**src/rtl/hazard_ctrl_pkg.sv**
```systemverilog
// hazard_ctrl_pkg -- shared types and constants for the hazard controller.
//   state_e    : controller FSM states (RUN / STALL / FLUSH)
//   FWD_*      : operand source select encoding driven on fwd_a / fwd_b
//   sb_slot_t  : one shadow-scoreboard slot {valid, rd, rf_enable, load}
//   PC_REG     : R15, never forwarded and never stalled on
//   src_match  : does a source register hit a given slot
//   fwd_sel    : youngest-wins select from a per-slot match vector
package hazard_ctrl_pkg;

    typedef enum logic [1:0] {
        ST_RUN   = 2'd0,
        ST_STALL = 2'd1,
        ST_FLUSH = 2'd2
    } state_e;

    localparam logic [1:0] FWD_RF  = 2'b00;
    localparam logic [1:0] FWD_EX  = 2'b01;
    localparam logic [1:0] FWD_MEM = 2'b10;
    localparam logic [1:0] FWD_WB  = 2'b11;

    localparam logic [3:0] PC_REG = 4'd15;

    localparam int         NUM_SLOTS = 3;
    localparam logic [1:0] SLOT_EX   = 2'd0;
    localparam logic [1:0] SLOT_MEM  = 2'd1;
    localparam logic [1:0] SLOT_WB   = 2'd2;

    typedef struct packed {
        logic       valid;
        logic [3:0] rd;
        logic       rf_enable;
        logic       load;
    } sb_slot_t;

    function automatic logic src_match(input sb_slot_t s, input logic [3:0] src, input logic used);
        return used && s.valid && s.rf_enable && (s.rd == src) && (src != PC_REG);
    endfunction

    // Youngest producer holds the newest value, so EX beats MEM beats WB.
    function automatic logic [1:0] fwd_sel(input logic [NUM_SLOTS-1:0] m);
        if (m[SLOT_EX])  return FWD_EX;
        if (m[SLOT_MEM]) return FWD_MEM;
        if (m[SLOT_WB])  return FWD_WB;
        return FWD_RF;
    endfunction

endpackage

```
**src/rtl/hazard_scoreboard.sv**
```systemverilog
// hazard_scoreboard -- three-slot shadow of the EX/MEM/WB destination info.
//   clk, R        : clock, synchronous active-high reset (clears all slots)
//   bubble_i      : load a bubble into EX instead of the ID instruction
//   id_slot_i     : ID instruction's {valid, rd, rf_enable, load}
//   rn_i/rm_i     : ID source registers, uses_rn_i/uses_rm_i qualify them
//   match_rn_o/_rm_o : per-slot match vectors, bit index = SLOT_EX/MEM/WB
//   ex_load_o     : the EX slot holds a load
module hazard_scoreboard
    import hazard_ctrl_pkg::*;
(
    input  logic                 clk,
    input  logic                 R,
    input  logic                 bubble_i,
    input  sb_slot_t             id_slot_i,
    input  logic [3:0]           rn_i,
    input  logic [3:0]           rm_i,
    input  logic                 uses_rn_i,
    input  logic                 uses_rm_i,
    output logic [NUM_SLOTS-1:0] match_rn_o,
    output logic [NUM_SLOTS-1:0] match_rm_o,
    output logic                 ex_load_o
);

    sb_slot_t [NUM_SLOTS-1:0] slot_q, slot_d;

    always_comb begin
        slot_d           = slot_q;
        slot_d[SLOT_EX]  = bubble_i ? sb_slot_t'('0) : id_slot_i;
        slot_d[SLOT_MEM] = slot_q[SLOT_EX];
        slot_d[SLOT_WB]  = slot_q[SLOT_MEM];
    end

    always_ff @(posedge clk) begin
        if (R) slot_q <= '0;
        else   slot_q <= slot_d;
    end

    for (genvar g = 0; g < NUM_SLOTS; g++) begin : g_match
        assign match_rn_o[g] = src_match(slot_q[g], rn_i, uses_rn_i);
        assign match_rm_o[g] = src_match(slot_q[g], rm_i, uses_rm_i);
    end

    assign ex_load_o = slot_q[SLOT_EX].load;

    // The load flag is dead once the producer reaches WB.
    logic unused_wb_load;
    assign unused_wb_load = slot_q[SLOT_WB].load;

endmodule

```
**src/rtl/hazard_ctrl.sv**
```systemverilog
// hazard_ctrl -- pipeline hazard detection, forwarding select and branch flush.
//   clk, R            : clock, synchronous active-high reset
//   id_*              : decoded ID-stage instruction (sources, dest, flags)
//   pc_le, ifid_le    : PC / IF_ID load enables (0 while stalling)
//   ifid_flush        : squashes IF_ID for one cycle after a taken branch
//   cu_mux_s          : 1 injects a control bubble into ID_EX
//   fwd_a, fwd_b      : operand source select (FWD_RF/EX/MEM/WB)
//   stall_count       : saturating count of bubble cycles
// Build option: define HAZARD_FORWARDING_EN to enable operand forwarding;
// then only load-use stalls. Without it every in-flight producer stalls
// the consumer until it has left WB and fwd_a/fwd_b stay FWD_RF.
module hazard_ctrl
    import hazard_ctrl_pkg::*;
(
    input  logic       clk,
    input  logic       R,
    input  logic       id_valid,
    input  logic [3:0] id_rn,
    input  logic [3:0] id_rm,
    input  logic       id_uses_rn,
    input  logic       id_uses_rm,
    input  logic [3:0] id_rd,
    input  logic       id_rf_enable,
    input  logic       id_load_instr,
    input  logic       id_branch_taken,
    output logic       pc_le,
    output logic       ifid_le,
    output logic       ifid_flush,
    output logic       cu_mux_s,
    output logic [1:0] fwd_a,
    output logic [1:0] fwd_b,
    output logic [7:0] stall_count
);

    state_e               state_q, state_d;
    logic [7:0]           cnt_q, cnt_d;
    sb_slot_t             id_slot;
    logic [NUM_SLOTS-1:0] match_rn, match_rm;
    logic                 ex_load, load_use, hazard;
    logic [1:0]           fwd_a_sel, fwd_b_sel;

    always_comb begin
        id_slot           = '0;
        id_slot.valid     = id_valid;
        id_slot.rd        = id_rd;
        id_slot.rf_enable = id_rf_enable;
        id_slot.load      = id_load_instr;
    end

    hazard_scoreboard u_sb (
        .clk        (clk),
        .R          (R),
        .bubble_i   (cu_mux_s),
        .id_slot_i  (id_slot),
        .rn_i       (id_rn),
        .rm_i       (id_rm),
        .uses_rn_i  (id_uses_rn),
        .uses_rm_i  (id_uses_rm),
        .match_rn_o (match_rn),
        .match_rm_o (match_rm),
        .ex_load_o  (ex_load)
    );

    assign load_use = id_valid & ex_load & (match_rn[SLOT_EX] | match_rm[SLOT_EX]);

`ifdef HAZARD_FORWARDING_EN
    assign hazard    = load_use;
    assign fwd_a_sel = fwd_sel(match_rn);
    assign fwd_b_sel = fwd_sel(match_rm);
`else
    // Load-use is a subset of "any producer in flight"; kept explicit so
    // both builds share the same detection terms.
    assign hazard    = load_use | (id_valid & (|match_rn | |match_rm));
    assign fwd_a_sel = FWD_RF;
    assign fwd_b_sel = FWD_RF;
`endif

    // STALL re-evaluates exactly like RUN; a hazard always masks the branch,
    // so a branch held in ID during a stall is acted on once it releases.
    always_comb begin
        state_d    = state_q;
        pc_le      = 1'b1;
        ifid_le    = 1'b1;
        ifid_flush = 1'b0;
        cu_mux_s   = 1'b0;
        fwd_a      = fwd_a_sel;
        fwd_b      = fwd_b_sel;
        case (state_q)
            ST_RUN, ST_STALL: begin
                if (hazard) begin
                    pc_le    = 1'b0;
                    ifid_le  = 1'b0;
                    cu_mux_s = 1'b1;
                    state_d  = ST_STALL;
                end else if (id_branch_taken) begin
                    state_d = ST_FLUSH;
                end else begin
                    state_d = ST_RUN;
                end
            end
            ST_FLUSH: begin
                ifid_flush = 1'b1;
                state_d    = ST_RUN;
            end
            default: state_d = ST_RUN;
        endcase
        // Reset overrides combinationally so stale scoreboard contents
        // never leak out while R is held.
        if (R) begin
            state_d    = ST_RUN;
            pc_le      = 1'b1;
            ifid_le    = 1'b1;
            ifid_flush = 1'b0;
            cu_mux_s   = 1'b0;
            fwd_a      = FWD_RF;
            fwd_b      = FWD_RF;
        end
    end

    always_comb begin
        cnt_d = cnt_q;
        if (cu_mux_s && (cnt_q != 8'hFF)) cnt_d = cnt_q + 8'd1;
    end

    always_ff @(posedge clk) begin
        if (R) begin
            state_q <= ST_RUN;
            cnt_q   <= '0;
        end else begin
            state_q <= state_d;
            cnt_q   <= cnt_d;
        end
    end

    assign stall_count = R ? 8'd0 : cnt_q;

endmodule

```
**config.mk**
```make
export PLATFORM = sky130hd
export DESIGN_NAME = hazard_ctrl
export DESIGN_NICKNAME = d
export VERILOG_FILES = /design/src/rtl/hazard_ctrl_pkg.sv /design/src/rtl/hazard_scoreboard.sv /design/src/rtl/hazard_ctrl.sv
export SDC_FILE = /design/constraint.sdc
export NUM_CORES = 1
export LEC_CHECK = 0
export ABC_AREA = 1
export CORE_MARGIN = 10
export CORE_UTILIZATION = 50
export DETAILED_ROUTE_END_ITERATION = 10
export PLACE_DENSITY = 0.85
export SETUP_SLACK_MARGIN = 0.1
export SLEW_MARGIN = 5
export SYNTH_ARGS = -nofsm -noshare
export SYNTH_HDL_FRONTEND = slang
export SYNTH_HIERARCHICAL = 1
export SYNTH_SLANG_ARGS = --single-unit
```
**constraint.sdc**
```tcl
create_clock -name clk -period 1.9 [get_ports clk]
set_clock_uncertainty 0.05 [all_clocks]
set_input_delay 0.285 -clock clk [delete_from_list [all_inputs] [get_ports clk]]
set_output_delay 0.285 -clock clk [all_outputs]
set_load 0.02 [all_outputs]
```
## After elaboration in Yosys (flattened, before gate mapping)

Cells that the tools add are included.

- Register bits: 29
- Input port bits: 20
- Output and inout bits: 16

- Add/sub/neg operators: 1
- Eq/ne operators: 11
- Multiplexer cells: 11
- Bitwise gates (word level): 7
- Reduce and logical (&&, ||, !) cells: 32

Operator list:

| cell | count |
|---|---|
| $logic_and A1 B1 Y1 | 25 |
| $eq A4 B4 Y1 | 6 |
| $mux W1 | 9 |
| $reduce_or A3 Y1 | 3 |
| $add A8 B1 Y8 const B | 1 |
| $mux W8 | 1 |
| $ne A4 B4 Y1 const B | 2 |
| $ne A8 B8 Y1 const B | 1 |
| $reduce_or A2 Y1 | 3 |
| $and A1 B1 Y1 | 3 |
| $or A1 B1 Y1 | 3 |
| $eq A2 B1 Y1 const B | 1 |
| $eq A2 B2 Y1 const B | 1 |
| $logic_not A2 Y1 | 1 |
| $mux W2 | 1 |
| $not A1 Y1 | 1 |

## Longest topological paths before layout

- Depth in word-level cells: 12
- Depth in mapped cells: 13
- Depth with buffers taken out: 12

## By module

Netlist, hierarchy kept.

Modules (own cells, without submodules):

| module | instances | cells an instance | area each (um^2) | sequential area each (um^2) |
|---|---|---|---|---|
| hazard_scoreboard | 1 | 181 | 1009.7 | 380.4 |
| hazard_ctrl | 1 | 98 | 684.4 | 200.2 |

## Worst setup path after synthesis

OpenSTA, ideal clock, no wires.

- Kind: input to register
- Start point: input id_rm[1]
- End point: register u_sb.slot_q, in the netlist u_sb/ex_load_o
- Setup time: 0.064 ns
- Data arrival time: 1.599 ns
- Data required time: 1.786 ns
- Path slack: 0.187 ns
- Cell stages on the path: 12
- Path buffers: 1
- Cell sequence: nand2_1 > nor2_1 > inv_1 > nand3_1 > nor2_1 > nor2_1 > nand3_1 > nand3_4 > inv_1 > or2_1 > buf_2 > nor2_1

- Word-level cells in the longest chain between the ends: 11
- Elaborated cells between the ends (all ways): 20

Ends and longest elaborated chain:

| item | RTL line | RTL |
|---|---|---|
| start: declaration | hazard_ctrl.sv:19 | `input logic [3:0] id_rm,` |
| $eq A4 B4 Y1 | hazard_ctrl_pkg.sv:36 | `return used && s.valid && s.rf_enable && (s.rd == src) && (src != PC_REG);` |
| $logic_and A1 B1 Y1 | hazard_ctrl_pkg.sv:36 |  |
| $logic_and A1 B1 Y1 * | hazard_ctrl_pkg.sv:36 |  |
| net match_rm[1] | hazard_ctrl.sv:38 | `logic [NUM_SLOTS-1:0] match_rn, match_rm;` |
| $reduce_or A3 Y1 * | hazard_ctrl.sv:73 | `assign hazard = load_use \| (id_valid & (\|match_rn \| \|match_rm));` |
| $or A1 B1 Y1 * | hazard_ctrl.sv:73 |  |
| $and A1 B1 Y1 * | hazard_ctrl.sv:73 |  |
| $or A1 B1 Y1 * | hazard_ctrl.sv:73 |  |
| $mux W1 * | hazard_ctrl.sv:90 | `if (hazard) begin` |
| $mux W1 * | hazard_ctrl.sv:88 | `case (state_q)` |
| $mux W1 * | hazard_ctrl.sv:109 | `if (R) begin` |
| net cu_mux_s | hazard_ctrl.sv:29 | `output logic cu_mux_s,` |
| $reduce_or A2 Y1 (no line) * | - |  |
| end signal: assignment | hazard_scoreboard.sv:35 | `else slot_q <= slot_d;` |
| end: declaration | hazard_scoreboard.sv:24 | `sb_slot_t [NUM_SLOTS-1:0] slot_q, slot_d;` |

The timed path passes the listed nets; every way through them passes the cells marked *.
A chain may end at the register's enable or synchronous reset.

## Final worst setup path

- Start point: register u_sb.slot_q, in the netlist u_sb/slot_d[16]
- End point: output cu_mux_s

- Word-level cells in the longest chain between the ends: 10
- Elaborated cells between the ends (all ways): 14

Ends and longest elaborated chain:

| item | RTL line |
|---|---|
| $eq A4 B4 Y1 | hazard_ctrl_pkg.sv:36 |
| $logic_and A1 B1 Y1 (2 in a row) | hazard_ctrl_pkg.sv:36 |
| net match_rn[1] | hazard_ctrl.sv:38 |
| $reduce_or A3 Y1 | hazard_ctrl.sv:73 |
| $or A1 B1 Y1 | hazard_ctrl.sv:73 |
| $and A1 B1 Y1 | hazard_ctrl.sv:73 |
| $or A1 B1 Y1 | hazard_ctrl.sv:73 |
| $mux W1 | hazard_ctrl.sv:90 |
| $mux W1 | hazard_ctrl.sv:88 |
| $mux W1 | hazard_ctrl.sv:109 |
| end: declaration | hazard_ctrl.sv:29 |

The timed path passes the listed nets, and every way through them passes these cells.

==> reports/results.tsv <==
stage	metric	value	unit
outcome	status	complete, but fails checks	
outcome	failed_checks	negative setup slack	
power_and_ir_drop	p_seq_share	50.8	%
global_routing	grt_usage	14.2	%
floorplan	dieArea	0.00604	mm²
power_and_ir_drop	max-vdd-ir-drop	0.410	mV
sta	fin_ws	-0.0702	ns
clocking	cts_htree_levels	1	
detailed_routing	route.detailed.drc	0	
global_routing	grt_max_degree	17	
detailed_routing	wirelength	4210	µm
synth	syn_avg_cell_area	6.04	µm²
cells_and_area	final_common_cell	nand2_1	
clocking	root_buffer	clkbuf_4	
sta	slew_violations	0	
clocking	clkLatencyLatePin	0.35	ns
clocking	cts.sinks	28	
power_and_ir_drop	p_sw	0.313	mW
sta	min_period	1.97	ns
power_and_ir_drop	p_int	0.908	mW
floorplan	dieHeight	77.7	µm
worst_setup_path	reg2reg_slack	0.10	ns
global_routing	overflow	0	
synth	synth_warnings	6	
global_routing	grt_pass1_vias	1681	
worst_setup_path	path_cells	buf_6 -> a21oi_1 -> nand3_1 -> nor2_1 -> nor2_1 -> nand3_2 -> nand3_4 -> inv_2 -> buf_6	
worst_setup_path	critPathTopFamily	simple AND/OR/NAND/NOR gates	
sta	rsz0062_at_grt	true	
placement	dp_slack	-0.763	ns
min_path	hp-class	primary input to flip-flop	
min_path	min_to	u_sb/slot_d[11]$_SDFF_PP0_	
cells_and_area	finalNetCount	346	
worst_setup_path	end_kind	output pin	
sta	hold_viol	0	
worst_setup_path	path_buf_inv	3	
synth	syn_inst	276	
power_and_ir_drop	switching_share	25.6	%
detailed_routing	vias	1735	
detailed_routing	ant_nets	0	
detailed_routing	firstDrtPassIters	4	
worst_setup_path	cp_slowest_cell	dfxtp_2	
detailed_routing	detail_route.wl_per_cell	11.4	µm
cells_and_area	utilization	70.0	%
clocking	cts_hold_buf	0	
floorplan	coreArea	0.00313	mm²
sta	setup_viol	3	
synth	syn-cell-area	0.00167	mm²
placement	dpl.hpwl	3240	µm
power_and_ir_drop	pwr-share-comb	15.8	%
worst_setup_path	ff2ff_path_depth	11	
clocking	path_clk_slew	0.17	ns
cells_and_area	syn_to_final_growth	31.4	%
floorplan	num_io_pins	36	
cells_and_area	most-common-layout-cells	90 x nand2_1, 54 x nor2_1, 30 x inv_1, 18 x buf_4	
clocking	cts_buffer_depth	2	
worst_setup_path	worstReg2RegStart	u_sb/slot_d[16]$_SDFF_PP0_	
min_path	min_from	id_rd[2]	
detailed_routing	vias_per_cell	4.71	
min_path	whs_path_depth	3	
power_and_ir_drop	powerDensity	558	mW/mm²
cells_and_area	fin_cells	368	
sta	max_freq	508	MHz
worst_setup_path	crit_path_start_kind	flip-flop	
cells_and_area	drive_gt1_share	25.9	%
worst_setup_path	reg2reg_to	cnt_q[2]$_SDFFE_PP0P_	
floorplan	die_w	77.7	µm
power_and_ir_drop	p_clk_share	33.4	%
worst_setup_path	critPathRequiredTime	1.56	ns
worst_setup_path	critPathMaxFanout	5	
floorplan	initial_utilization	53.3	%
floorplan	core.rowCount	20	
worst_setup_path	worstPathArrival	1.64	ns
cells_and_area	insertedDiodeCount	0	
global_routing	antenna_found_initial	0	
placement	place_congestion	0.916	
worst_setup_path	crit_type	flip-flop to output pin	
worst_setup_path	slowest_delay	0.36	ns
detailed_routing	drt_iter0_drc	99	
placement	place_inst	361	
clocking	cts_tree	done	
placement	port_buffers	30	
power_and_ir_drop	p_total	1.22	mW
global_routing	grt_pass1_wl	7440	µm
clocking	cts_made_buffers	3	
sta	min_period_over_period	104	%
sta	tns	-0.168	ns
run	cap_violations	0	
power_and_ir_drop	total_leakage_power	1.08	nW
power by group through the flow:
stage | Clock [mW] | Combinational [mW] | Sequential, mW
after detailed placement | 0 | 0.189 | 0.630
after global placement | 0 | 0.187 | 0.630
final | 0.407 | 0.193 | 0.620
after CTS | 0.411 | 0.184 | 0.620
after floorplan | 0 | 0.102 | 0.627
after global routing | 0.425 | 0.218 | 0.624
metal layers:
layer	share of wire, %	vias to the layer above	track usage (%)
li1	-	903	-
met1	46	779	18.8
met2	46	48	22.1
met3	6.6	5	4.26
met4	0.93	0	2.92
met5	0	-	0
through the flow:
stage | cell area [µm²] | hold slack [ns]
after floorplan | 1680 | 0.306
after global placement | 2120 | 0.376
after detailed placement | 2120 | 0.385
after CTS | 2190 | 0.372
after global routing | 2190 | 0.383
final | 2190 | 0.375
worst max path at each step:
stage,startpoint,to,slack (ns),cells past startpoint
floorplan,id_rm[1],u_sb/slot_d[10]$_SDFF_PP0_,0.19,12
global placement,id_rm[3],cu_mux_s,-0.75,12
detailed placement,id_rm[1],cu_mux_s,-0.76,12
CTS,u_sb/slot_d[10]$_SDFF_PP0_,cu_mux_s,-0.02,11
global route,u_sb/slot_d[9]$_SDFF_PP0_,cu_mux_s,-0.19,11
finish,u_sb/slot_d[16]$_SDFF_PP0_,cu_mux_s,-0.07,9
worst min-delay path, delay by kind of cell:
family | cells | cell delay, ns
AND/OR/NAND/NOR | 1 | 0.03
buffers and inverters | 2 | 0.44
sequential cells by signal, indices dropped and copies added, names as in the netlist:
| signal | flops |
|---|---|
| cnt_q | 8 |
| state_q | 2 |
| u_sb/slot_d | 12 |
| u_sb/slot_q | 6 |
timing repair:
item / 4_1_cts / 5_1_grt
hold endpoints to repair: 0 / 0
pin swaps: 4 / 19
buffers inserted: 1 / 2
endpoints found under the setup margin: 26 / 26
resized for setup: 65 / 20
final cells by class:
| class | count | area (µm²) |
|---|---|---|
| fillers | 276 | 938 |
| multi-input cells | 195 | 907 |
| flip-flops and latches | 28 | 576 |
| repair buffers | 51 | 427 |
| inverters | 46 | 173 |
| well taps | 44 | 55.1 |
| clock inverters | 1 | 30.0 |
| clock buffers | 3 | 22.5 |
(Power assumes the default switching activity.)
